<file path="src/rtl/neuron_accumulate.sv">
// Neuron accumulate stage: aligns sign/exp/mantissa products to fixed point
// and sums NUM_INPUTS of them into one saturating pre-activation result.
// Ports: Clk, Reset (async, high); InValid/InReady + ProdSign/ProdExp/ProdMant
// in; OutValid/OutReady + Sum/Saturated out.
module neuron_accumulate #(
  parameter int NUM_INPUTS = 4,
  parameter int ACC_W      = 32,
  parameter int FRAC_BITS  = 8,
  parameter int EXP_BIAS   = 30
) (
  input  logic             Clk,
  input  logic             Reset,
  input  logic             InValid,
  output logic             InReady,
  input  logic             ProdSign,
  input  logic [5:0]       ProdExp,
  input  logic [11:0]      ProdMant,
  output logic             OutValid,
  input  logic             OutReady,
  output logic [ACC_W-1:0] Sum,
  output logic             Saturated
);

  localparam int CW = $clog2(NUM_INPUTS + 1);
  // wide enough that no left shift of a 12-bit mantissa loses bits
  localparam int MW = ACC_W + 12 + 63 + FRAC_BITS;

  localparam logic [MW-1:0] MAXW =
    {{(MW-ACC_W+1){1'b0}}, {(ACC_W-1){1'b1}}};
  localparam logic [ACC_W-1:0] MAXP = {1'b0, {(ACC_W-1){1'b1}}};
  localparam logic [ACC_W-1:0] MINN = {1'b1, {(ACC_W-1){1'b0}}};

  typedef enum logic [1:0] {
    ACCUM,
    DRAIN,
    DONE
  } state_t;

  state_t state, state_nx;

  logic [CW-1:0]    count;
  logic             accept;
  logic             clear;
  logic signed [15:0] sh;
  logic [15:0]      nsh;
  logic [MW-1:0]    mant_w;
  logic [MW-1:0]    mag;
  logic             clip;
  logic [ACC_W-1:0] mag_a;
  logic [ACC_W-1:0] val;

  logic             v1;
  logic [ACC_W-1:0] val1;
  logic             clip1;

  logic [ACC_W-1:0] acc;
  logic             sat;
  logic [ACC_W:0]   sum_w;
  logic             ovf;
  logic [ACC_W-1:0] acc_nx;

  assign InReady = !Reset && (state == ACCUM)
                && (count < CW'(NUM_INPUTS));
  assign accept  = InValid && InReady;
  assign clear   = (state == DONE) && OutReady;

  assign OutValid  = (state == DONE);
  assign Sum       = acc;
  assign Saturated = sat;

  // alignment: shift amount is exp - bias + frac, may be negative
  always_comb begin
    sh     = 16'(ProdExp) - 16'(EXP_BIAS) + 16'(FRAC_BITS);
    nsh    = -sh;
    mant_w = {{(MW-12){1'b0}}, ProdMant};
    if (!sh[15]) mag = mant_w << sh;
    else         mag = mant_w >> nsh;
    clip  = (mag > MAXW);
    mag_a = clip ? MAXP : mag[ACC_W-1:0];
    val   = ProdSign ? mag_a : -mag_a;
  end

  // saturating add: sign-extend one bit, overflow if top two differ
  always_comb begin
    sum_w  = {acc[ACC_W-1], acc} + {val1[ACC_W-1], val1};
    ovf    = (sum_w[ACC_W] != sum_w[ACC_W-1]);
    acc_nx = sum_w[ACC_W-1:0];
    if (ovf) acc_nx = sum_w[ACC_W] ? MINN : MAXP;
  end

  always_comb begin
    state_nx = state;
    unique case (state)
      ACCUM: if (accept && count == CW'(NUM_INPUTS - 1))
               state_nx = DRAIN;
      DRAIN: if (!v1) state_nx = DONE;
      DONE:  if (OutReady) state_nx = ACCUM;
      default: state_nx = ACCUM;
    endcase
  end

  always_ff @(posedge Clk or posedge Reset) begin
    if (Reset) begin
      state <= ACCUM;
      count <= '0;
      v1    <= 1'b0;
      val1  <= '0;
      clip1 <= 1'b0;
      acc   <= '0;
      sat   <= 1'b0;
    end else begin
      state <= state_nx;
      v1    <= accept;
      if (accept) begin
        val1  <= val;
        clip1 <= clip;
      end
      if (clear) begin
        acc   <= '0;
        sat   <= 1'b0;
        count <= '0;
      end else begin
        if (v1) begin
          acc <= acc_nx;
          sat <= sat | clip1 | ovf;
        end
        if (accept) count <= count + 1'b1;
      end
    end
  end

endmodule

</file>
<file path="config.mk">
export PLATFORM = sky130hd
export DESIGN_NAME = neuron_accumulate
export DESIGN_NICKNAME = d
export VERILOG_FILES = /design/src/rtl/neuron_accumulate.sv
export SDC_FILE = /design/constraint.sdc
export NUM_CORES = 1
export LEC_CHECK = 0
export ABC_AREA = 1
export CORE_ASPECT_RATIO = 0.9
export CORE_MARGIN = 2
export CORE_UTILIZATION = 51
export DETAILED_ROUTE_END_ITERATION = 10
export DONT_BUFFER_PORTS = 1
export HOLD_SLACK_MARGIN = 0.1
export PLACE_DENSITY = 0.69
export SLEW_MARGIN = 5
export SYNTH_ARGS = -nofsm -noshare
export SYNTH_HDL_FRONTEND = slang
export SYNTH_SLANG_ARGS = --single-unit
</file>
<file path="constraint.sdc">
create_clock -name Clk -period 5.16 [get_ports Clk]
set_clock_uncertainty 0.1 [all_clocks]
set_input_delay 0.258 -clock Clk [delete_from_list [all_inputs] [get_ports Clk]]
set_output_delay 0.258 -clock Clk [all_outputs]
set_load 0.02 [all_outputs]
</file>
# Word level (Yosys, flattened, before mapping)
# Cells that the tools add are included.
dict set report word_totals {
  reg_bits 72
  elab_cells 51
}
dict set report op_classes {
  eq_ne 7
  muxes 15
  n_lt_le_gt_ge 2
  shift 2
  n_bitwise 2
  reduce_logical 10
  add_sub_neg 6
}
# operator n
set ops {}
lappend ops {{$mux 32} 6}
lappend ops {{$gt 115x31->1 const B} 1}
lappend ops {{$mux 115} 1}
lappend ops {{$shl 12x16->115} 1}
lappend ops {{$shr 12x16->115} 1}
lappend ops {{$add 32x32->33} 1}
lappend ops {{$neg 32->32} 1}
lappend ops {{$neg 8->16} 1}
lappend ops {{$add 7x5->8 const B} 1}
lappend ops {{$sub 6x5->7 const B} 1}
lappend ops {{$mux 2} 3}
lappend ops {{$mux 3} 2}
lappend ops {{$pmux 2 s3} 1}
lappend ops {{$logic_and 1x1->1} 5}
lappend ops {{$ne 2x1->1 const B} 2}
lappend ops {{$reduce_bool 2->1} 2}
lappend ops {{$add 3x1->3 const B} 1}
lappend ops {{$eq 3x2->1 const B} 1}
lappend ops {{$lt 3x3->1 const B} 1}
lappend ops {{$reduce_and 3->1} 1}
lappend ops {{$eq 2x1->1 const B} 1}
lappend ops {{$eq 2x2->1 const B} 1}
lappend ops {{$logic_not 2->1} 1}
lappend ops {{$mux 1} 2}
lappend ops {{4 further kinds} 5}

# Depth between registers and ports, before layout
# Gate-level depths: netlist (run 1).
dict set report depth {
  word_depth 9
  ltp_mapped 39
}

# Worst setup path before layout (run 1)
# Ideal clock, no wire load.
dict set report synth_path {
  path_type {input port to flip-flop}
  start {input ProdExp[1]}
  end {register val1[12]}
  setup_ns 0.118
  arrival_time_ns 4.176
  path_buffers 3
  path_stages 35
  path_slack_ns 0.766
  required_time_ns 4.942
  path_cell_list {ha_1 > nand2_1 > inv_1 > nor2_1 > buf_2 > buf_2 > ha_1 > nand3_2 > nand2_1 > clkbuf_1 > nand2_1 > ha_1 > inv_1 > nor3_1 > nand2_1 > inv_2 > nand2_1 > nor2_1 > nand2_1 > nand2_1 > nand2_1 > nand2_1 > nand3_1 > nand2_1 > nor2_1 > ha_1 > inv_1 > nor2_1 > nand3_2 > inv_2 > nand2_1 > nand2_1 > or2_1 > nand3_1 > nand2_1}
}
dict set report synth_between {
  elab_chain_len 9
  elab_cells_between_ends 10
  classes_between {4 x add/sub; 1 x order compare; 2 x shift; 3 x mux}
}
# item line
set synth_rtl {}
lappend synth_rtl {{start, declared} 16} ;# input logic [5:0] ProdExp,
lappend synth_rtl {{$sub 6x5->7 (*)} 73} ;# sh = 16'(ProdExp) - 16'(EXP_BIAS) + 16'(FRAC_BITS);
lappend synth_rtl {{$add 7x5->8 (*)} 73}
lappend synth_rtl {{$neg 8->16} 74} ;# nsh = -sh;
lappend synth_rtl {{$shr 12x16->115} 77} ;# else mag = mant_w >> nsh;
lappend synth_rtl {{$mux 115 (*)} 76} ;# if (!sh[15]) mag = mant_w << sh;
lappend synth_rtl {{$gt 115x31->1} 78} ;# clip = (mag > MAXW);
lappend synth_rtl {{$mux 32 (*)} 79} ;# mag_a = clip ? MAXP : mag[ACC_W-1:0];
lappend synth_rtl {{$neg 32->32} 80} ;# val = ProdSign ? mag_a : -mag_a;
lappend synth_rtl {{$mux 32 (*)} 80}
lappend synth_rtl {{end signal, assigned} 115} ;# val1 <= val;
lappend synth_rtl {{end, declared} 53} ;# logic [ACC_W-1:0] val1;
# Mark *: on every way between the ends. The rest lies on a longest branch, timed or not.
# A chain may end at the register's enable or synchronous reset.

# Final worst setup path (run 1)
dict set report layout_path {
  start {register acc[0], in the netlist Sum[0]}
  end {register acc[12], in the netlist Sum[12]}
}
dict set report layout_between {
  elab_chain_len 5
  elab_cells_between_ends 6
  classes_between {1 x add/sub; 1 x eq/ne; 4 x mux}
}
# item line
set layout_rtl {}
lappend layout_rtl {{start, declared} 56} ;# logic [ACC_W-1:0] acc;
lappend layout_rtl {{start signal, assigned} 124} ;# acc <= acc_nx;
lappend layout_rtl {{$add 32x32->33 (*)} 85} ;# sum_w = {acc[ACC_W-1], acc} + {val1[ACC_W-1], val1};
lappend layout_rtl {{$mux 32 / $ne 1x1->1 (equally long branches)} {88, 86}}
lappend layout_rtl {{$mux 32 (*)} 88} ;# if (ovf) acc_nx = sum_w[ACC_W] ? MINN : MAXP;
lappend layout_rtl {{$mux 32 (*)} 123} ;# if (v1) begin
lappend layout_rtl {{$mux 32 (*)} 118} ;# if (clear) begin
# Mark *: on every way between the ends. The rest lies on a longest branch, timed or not. The select of a mux whose other input is x is not followed.

==> metrics.csv, run 1 <==
stage;metric;value;unit
status;outcome;finished, final reports clean;
setup_path;Setup crit start kind;flip-flop;
synth;post-synthesis net count;1444;
synth;Synth async-reset ratio;100.0;%
cts;Setup Buffers After CTS;0;
synth;Post-synth EDFFs;0;
min_path;hold endpoint;val1[5]$_DFFE_PP0P_;
synth;most frequent cell after synthesis;nand2_1;
placement;DP Area;8289;sq um
cells_and_area;share of cells above drive strength 1;6.278;%
synth;top cells by area, synth;nand2_1 (23%), dfrtp_1 (22%), nand3_1 (13%);
cts;CTS tree;built;
floorplanning;Top Ports;58;
cells_and_area;cell area after layout;8628;sq um
detailed_routing;drt first pass iters;6;
power_and_ir_drop;LEAKAGE;4.488;nW
setup_path;Crit Path Class;reg2reg;
synth;Synth cell types;50;
power_and_ir_drop;VDD IR max;0.3914;mV
sta;Fin. Hold Viols;0;
power_and_ir_drop;PwrDens;556.5;nW/um^2
synth;sequential fraction of the synthesis area;21.93;%
global_routing;total gr overflow;0;
cells_and_area;# diodes;0;
cells_and_area;Register Area;1802;sq um
placement;placed cells;1542;
cells_and_area;filler cell count;1636;
setup_path;CP Data Required Time;5280;ps
sta;Slew Limit Fails;0;
min_path;HP Class;in2reg;
cells_and_area;multi-input combinational cell area;5722;sq um
global_routing;largest net degree at the start of global routing;73;
detailed_routing;via count;8888;
sta;FMAX;216.5;MHz
floorplanning;floorplan core area;15970;sq um
global_routing;GRT Overall Usage;28.85;%
min_path;min-delay src;ProdSign;
sta;setup violators final;0;
detailed_routing;routed wire length;24.30;mm
synth;syn avg cell area;5.954;sq um
sta;unrepaired setup endpoints after global routing;false;
floorplanning;die footprint;17140;sq um
sta;Final Critical Period;4619;ps
cts;clock latency on the worst-skew pair;340;ps
cts;CTS Buf Count;9;
setup_path;element type at the critical path end;flip-flop;
placement;global placer's final weighted congestion;0.9823;
synth;Synth top area share;22.89;%
detailed_routing;DR WL/cell;15.57;microns
detailed_routing;Post-DRT Antenna Nets;0;
global_routing;first-pass GRT wire length;40.07;mm
placement;DP Worst Slack;364.1;ps
sta;period utilization;89.52;%
detailed_routing;Initial DRC Count;915;
cells_and_area;fin cells;1561;
cts;CTS HTree Levels;3;
floorplanning;initial core utilization;51.47;%
cts;Max Root-Sink Buffers;2;
setup_path;Reg2Reg Capture Point;Sum[12]$_DFFE_PP0P_;
floorplanning;die width;137.8;microns
sta;worst setup margin;540.9;ps
setup_path;crit-path max FO;17;
cells_and_area;final net count;1413;
setup_path;Reg2Reg Depth;20;
setup_path;Register-to-Register Setup Slack;540;ps
synth;synth warn;0;
sta;worst rel slew slack;23.03;%
floorplanning;Die Ht;124.4;microns
floorplanning;Site Rows;44;
synth;synthesized cell area;8217;sq um
synth;Synth Flop Type;dfrtp_1;
setup_path;Data arrival, critical path;4740;ps
placement;input/output buffers;0;
cts;clock sink total;72;
cts;Reg clk slew, reported paths;60;ps
global_routing;initial antenna violation count;0;
global_routing;vias in the first global route;7960;
detailed_routing;number of remaining DRC errors;0;
detailed_routing;vias per std cell;5.694;
setup_path;Reg-to-Reg Start;Sum[0]$_DFFE_PP0P_;
synth;Synth top cells by count;nand2_1 (501), nand3_1 (210), nor2_1 (122);
sta;Least-Margin Pin Slew;1153;ps
synth;Yosys reg bits;72;
cts;clock root cell;clkbuf_16;
placement;DPL Wire Length;18.55;mm
flow_run;MaxCap Viol Count;0;
sta;final setup TNS;0;ps
synth;Synth area leader;nand2_1;
min_path;Hold Path Depth;3;
cells_and_area;Area growth syn-to-layout;5.010;%
synth;cell count after synthesis;1380;
## flip-flops by register name, summed over array words and instances, names as in the netlist
register and count:
Sum 32, clip1 1, state 2, Saturated 1, v1 1, count 3
val1 32
## report_power, final
| group | total [mW] | internal [mW] | leakage [nW] | switching (mW) |
|---|---|---|---|---|
| registers | 1.22 | 0.829 | 0.904 | 0.390 |
| logic | 2.93 | 1.09 | 3.44 | 1.85 |
| clock network | 0.652 | 0.390 | 0.145 | 0.262 |
| total | 4.80 | 2.30 | 4.49 | 2.50 |
## cells in the final DEF (no fill, tap or decap), types with 2 or more instances in the layout
cell,n
a21boi_0,2
a21boi_1,2
a21oi_1,63
a21oi_2,2
buf_4,16
clkbuf_16,9
clkinvlp_4,2
dfrtp_1,72
dlygate4sd3_1,3
ha_1,40
inv_1,94
inv_2,7
nand2_1,500
nand2_2,5
nand3_1,210
nand3_2,15
nand3b_1,9
nand4_1,26
nor2_1,121
nor2_2,12
nor2_4,2
nor3_1,2
nor4_1,2
o211ai_1,3
o21ai_0,42
o21ai_1,16
o21bai_1,4
o22ai_1,3
o31ai_1,2
or2_1,2
xnor2_1,20
xor2_1,25
## per-layer routing
| metal | part of all wire, % | GRT usage (%) | routed length (microns) |
|---|---|---|---|
| met3 | 9.3 | 6.309 | 2256 |
| met5 | 0.19 | 2.469 | 45 |
| met1 | 47 | 43.05 | 11420 |
| met4 | 1.3 | 5.102 | 307 |
| met2 | 42 | 42.84 | 10270 |
## cells by family (layout without fill, tap and decap cells)
family	Yosys count	count (layout)	synth area share [%]
flip-flops	72	72	21.93
XOR/XNOR	45	45	4.797
AND/OR/NAND/NOR	915	915	49.02
buffers and inverters	164	138	8.543
AO/OA/AOI/OAI	143	143	9.380
adder cells (fa/ha/maj)	41	41	6.335
## through the flow
stage / power [mW] / util (%) / hold slack (ps)
5_1_grt: 5.269 / 54.04 / 141.3
6_report: 4.801 / 54.04 / 119.1
4_1_cts: 4.793 / 54.03 / 117.8
3_5_place_dp: 4.117 / 51.92 / 265.1
3_3_place_gp: 4.066 / 51.92 / 262.0
2_1_floorplan: 3.519 / - / 258.0
## what timing repair did
item                       in CTS  in global routing
resized for setup               0                  1
hold endpoints to repair       75                  0
setup endpoints to repair       0                 16
hold buffers                    3                  0
## worst max path at each step
stage / start / end / cells after the start
after floorplan: ProdExp[1] / val1[12]$_DFFE_PP0P_ / 35
after global placement: Sum[0]$_DFFE_PP0P_ / Sum[8]$_DFFE_PP0P_ / 20
after detailed placement: Sum[0]$_DFFE_PP0P_ / Sum[5]$_DFFE_PP0P_ / 20
after CTS: Sum[0]$_DFFE_PP0P_ / Sum[13]$_DFFE_PP0P_ / 20
after global routing: Sum[0]$_DFFE_PP0P_ / Sum[10]$_DFFE_PP0P_ / 20
final: Sum[0]$_DFFE_PP0P_ / Sum[12]$_DFFE_PP0P_ / 20
## critical path: stages (launching register included)
cell and delay [ps]:
dfrtp_1 480, ha_1 290, fa_1 440, a21oi_1 250, o21ai_1 130, a21oi_1 230
inv_1 100, nand2_1 70, nand2_1 140, a21oi_2 240, o21ai_1 130, a21oi_1 260
o21bai_1 160, a21boi_1 310, o21ai_1 160, xor2_1 190, nand2_2 300, buf_4 300
nand3_1 90, nand2_1 80, nand2_1 60
## layout make-up
type / count / area share (%)
timing repair buffer: 19 / 1.740
clock buffer: 10 / 2.770
inverter: 103 / 4.510
sequential: 72 / 20.88
tap: 207 / 3.002
multi-input combinational: 1144 / 66.31
clock inverter: 6 / 0.7831
Note: power is estimated with default switching activity, not from simulation.
==> inputs of run 2 (changes only) <==
- ABC_AREA: 1 -> not set
==> metrics.csv, run 2 <==
stage;metric;value;unit;change
sta;FMAX;214.5;MHz;was 216.5 MHz
sta;Slew Limit Fails;0;;unchanged
cells_and_area;Area growth syn-to-layout;5.653;%;was 5.010%
placement;DP Worst Slack;259.4;ps;was 364.1 ps
setup_path;Reg2Reg Capture Point;Sum[24]$_DFFE_PP0P_;;was Sum[12]$_DFFE_PP0P_
synth;compound-cell area share of the yosys netlist;32.39;%;was 9.380%
synth;Synth async-reset ratio;100.0;%;unchanged
global_routing;initial antenna violation count;0;;unchanged
synth;Synth area leader;dfrtp_1;;was nand2_1
sta;final setup TNS;0;ps;unchanged
synth;Simple-Gate Fraction of Synth Area;21.27;%;was 49.02%
sta;setup violators final;0;;unchanged
detailed_routing;number of remaining DRC errors;0;;unchanged
synth;mux contribution to synthesized area;9.479;%;was 0%
setup_path;Setup crit start kind;primary input;;was flip-flop
detailed_routing;DR WL/cell;21.80;microns;was 15.57 microns
cts;CTS HTree Levels;3;;unchanged
cells_and_area;commonest non-fill, non-tap cell in the layout;nand2_1;;unchanged
floorplanning;Top Ports;58;;unchanged
detailed_routing;drt first pass iters;5;;was 6
sta;worst rel slew slack;32.44;%;was 23.03%
power_and_ir_drop;Internal Pwr Total;2.607;mW;was 2.304 mW
global_routing;GRT Overall Usage;29.75;%;was 28.85%
setup_path;Crit. Startpoint;ProdExp[1];;was Sum[0]$_DFFE_PP0P_
floorplanning;Site Rows;45;;was 44
synth;syn avg cell area;8.152;sq um;was 5.954 sq um
power_and_ir_drop;Combinational Power Share;64.3;%;was 61.0%
setup_path;Reg-to-Reg Start;Sum[0]$_DFFE_PP0P_;;unchanged
cts;clock sink total;72;;unchanged
flow_run;MaxCap Viol Count;0;;unchanged
cells_and_area;filler cell count;1553;;was 1,636
power_and_ir_drop;LEAKAGE;3.806;nW;was 4.488 nW
synth;adder-cell share of the synthesized area;5.984;%;was 6.335%
cts;Max Root-Sink Buffers;2;;unchanged
synth;synthesized cell area;8698;sq um;was 8217 sq um
status;outcome;finished, final reports clean;;unchanged
cts;clock root cell;clkbuf_16;;unchanged
floorplanning;Die Ht;127.9;microns;was 124.4 microns
detailed_routing;vias per std cell;6.939;;was 5.694
detailed_routing;Initial DRC Count;1213;;was 915
detailed_routing;routed wire length;27.07;mm;was 24.30 mm
sta;Least-Margin Pin Slew;1004;ps;was 1153 ps
sta;unrepaired setup endpoints after global routing;false;;unchanged
setup_path;CP Data Required Time;5260;ps;was 5280 ps
cts;Reg clk slew, reported paths;60;ps;about the same
setup_path;Crit Path Class;in2reg;;was reg2reg
setup_path;element type at the critical path end;flip-flop;;unchanged
synth;Synth cell types;101;;was 50
synth;sequential fraction of the synthesis area;20.71;%;was 21.93%
power_and_ir_drop;Clk network pwr share;11.7;%;was 13.6%
cells_and_area;most frequent cells in the layout;nand2_1 (95), nor2_1 (91), a21oi_1 (73);;was nand2_1 (500), nand3_1 (210), nor2_1 (121)
power_and_ir_drop;PwrDens;564.3;nW/um^2;was 556.5 nW/um^2
synth;top cells by area, synth;dfrtp_1 (21%), ha_1 (5.8%), a21oi_1 (4.3%);;was nand2_1 (23%), dfrtp_1 (22%), nand3_1 (13%)
setup_path;Data arrival, critical path;4770;ps;was 4740 ps
cts;clock latency on the worst-skew pair;350;ps;was 340 ps
cells_and_area;share of cells above drive strength 1;12.42;%;was 6.278%
global_routing;first-pass GRT wire length;43.12;mm;was 40.07 mm
cells_and_area;# diodes;0;;unchanged
placement;DP Area;8879;sq um;was 8289 sq um
cells_and_area;final net count;1090;;was 1,413
synth;post-synthesis net count;1131;;was 1,444
cells_and_area;cell area after layout;9190;sq um;was 8628 sq um
floorplanning;floorplan core area;16780;sq um;was 15,970 sq um
synth;Synth top area share;20.71;%;was 22.89%
synth;Synth top cells by count;nand2_1 (95), nor2_1 (92), a21oi_1 (74);;was nand2_1 (501), nand3_1 (210), nor2_1 (122)
synth;Post-synth EDFFs;0;;unchanged
floorplanning;die width;141.7;microns;was 137.8 microns
cts;Resize count post-CTS;0;;unchanged
global_routing;total gr overflow;0;;unchanged
placement;global placer's final weighted congestion;1.026;;was 0.9823
power_and_ir_drop;Net Sw Power;2.579;mW;was 2.498 mW
synth;XOR/XNOR share of the synthesized area;4.114;%;was 4.797%
cts;CTS Buf Count;9;;unchanged
sta;period utilization;90.34;%;was 89.52%
setup_path;Register-to-Register Setup Slack;520;ps;was 540 ps
sta;worst setup margin;498.7;ps;was 540.9 ps
power_and_ir_drop;VDD IR max;0.2878;mV;was 0.3914 mV
detailed_routing;Post-DRT Antenna Nets;0;;unchanged
floorplanning;initial core utilization;51.84;%;was 51.47%
placement;DPL Wire Length;20.13;mm;was 18.55 mm
detailed_routing;via count;8618;;was 8,888
sta;Fin. Hold Viols;0;;unchanged
global_routing;vias in the first global route;7880;;was 7,960
synth;Synth Flop Type;dfrtp_1;;unchanged
setup_path;crit-path max FO;50;;was 17
synth;most frequent cell after synthesis;nand2_1;;unchanged
synth;synth warn;0;;unchanged
floorplanning;die footprint;18120;sq um;was 17,140 sq um
setup_path;end of the critical path;val1[26]$_DFFE_PP0P_;;was Sum[12]$_DFFE_PP0P_
min_path;HP Class;in2reg;;unchanged
synth;Yosys reg bits;72;;unchanged
sta;Final Critical Period;4661;ps;was 4619 ps
global_routing;largest net degree at the start of global routing;65;;was 73
synth;largest family of logic cells by synthesized area;compound AO/OA/AOI/OAI gates;;was simple AND/OR/NAND/NOR gates
power_and_ir_drop;Reg power frac;24.0;%;was 25.4%
synth;cell count after synthesis;1067;;was 1,380
sta;Hold Slack;117.0;ps;was 119.1 ps
placement;input/output buffers;0;;unchanged
cts;CTS tree;built;;unchanged
power_and_ir_drop;sw frac;49.73;%;was 52.02%
setup_path;Reg2Reg Depth;13;;was 20
-- run 2: changes by cell type in the layout (fill, tap and decap cells not counted), sizes merged, moves of 21 or more --
cell    before  now
nor3         3   24
nand2      506   96
a21o         0   29
a221o        0   33
nand3      226   43
nor2       136   92
inv        103   24
mux2i        0   22
a211oi       0   24
-- run 2: layer usage --
layer	track usage [%]	share of wire (%)	vias to the layer above
met5	0	0	-
li1	-	-	4033
met2	44.86	44	385
met1	43.50	46	4149
met4	7.941	2.1	0
met3	5.977	8.1	51
-- run 2: logic make-up (layout without fill, tap and decap cells) --
| group | count (synthesis) | after routing |
|---|---|---|
| muxes | 54 | 54 |
| buffers and inverters | 112 | 76 |
| xor gates and xnor gates | 40 | 40 |
| and+or+nand+nor | 369 | 369 |
| adders and majority gates | 41 | 41 |
| AOI/OAI and AO/OA | 379 | 379 |
| DFF | 72 | 72 |
-- run 2: final cells by class --
| class | count | area (sq um) | area share, % |
|---|---|---|---|
| multi-input cells | 883 | 6466 | 70.36 |
| flip-flops and latches | 72 | 1802 | 19.61 |
| repair buffers | 35 | 282.8 | 3.077 |
| well taps | 211 | 264.0 | 2.873 |
| clock buffers | 10 | 239.0 | 2.600 |
| inverters | 25 | 93.84 | 1.021 |
| clock inverters | 6 | 42.54 | 0.4629 |
-- run 2: how the worst min path moves through the flow --
stage	to	slack, ps	start	cells after the start
finish	val1[1]$_DFFE_PP0P_	120	ProdSign	2
global route	val1[19]$_DFFE_PP0P_	100	ProdSign	2
CTS	val1[19]$_DFFE_PP0P_	110	ProdSign	2
detailed placement	state[1]$_DFFE_PP0P_	-40	Reset	1
global placement	v1$_DFF_PP0_	-50	Reset	1
floorplan	state[1]$_DFFE_PP0P_	270	OutReady	1
-- run 2: power by group through the flow --
| stage | clock network, mW | logic, mW | registers (mW) |
|---|---|---|---|
| after floorplan | 0 | 2.69 | 1.16 |
| after global placement | 0 | 3.21 | 1.26 |
| after detailed placement | 0 | 3.24 | 1.26 |
| after CTS | 0.615 | 3.27 | 1.25 |
| after global routing | 0.639 | 3.67 | 1.29 |
| final | 0.607 | 3.33 | 1.25 |
-- run 2: timing repair --
item | CTS | global route
hold buffers | 3 | 0
endpoints found under the hold margin | 26 | 0
buffers inserted | 0 | 0
-- run 2: worst max-delay path, cell delays in order --
cell	delay, ps
ha_1	280
clkinv_1	290
buf_12	270
mux2i_1	400
o22ai_1	220
o31a_1	360
a2111oi_4	390
nand2_2	170
a21o_1	220
a221oi_2	220
ha_2	220
o211ai_1	180
nor3_4	220
nand3_2	250
or4b_1	550
a21oi_2	160
o31ai_2	80
-- run 2: through the flow --
| stage | cells | utilization (%) | power (mW) |
|---|---|---|---|
| after floorplan | 1067 | - | 3.850 |
| after global placement | 1223 | 52.92 | 4.464 |
| after detailed placement | 1223 | 52.92 | 4.499 |
| after CTS | 1242 | 54.77 | 5.136 |
| after global routing | 1242 | 54.77 | 5.589 |
| final | 1242 | 54.77 | 5.186 |
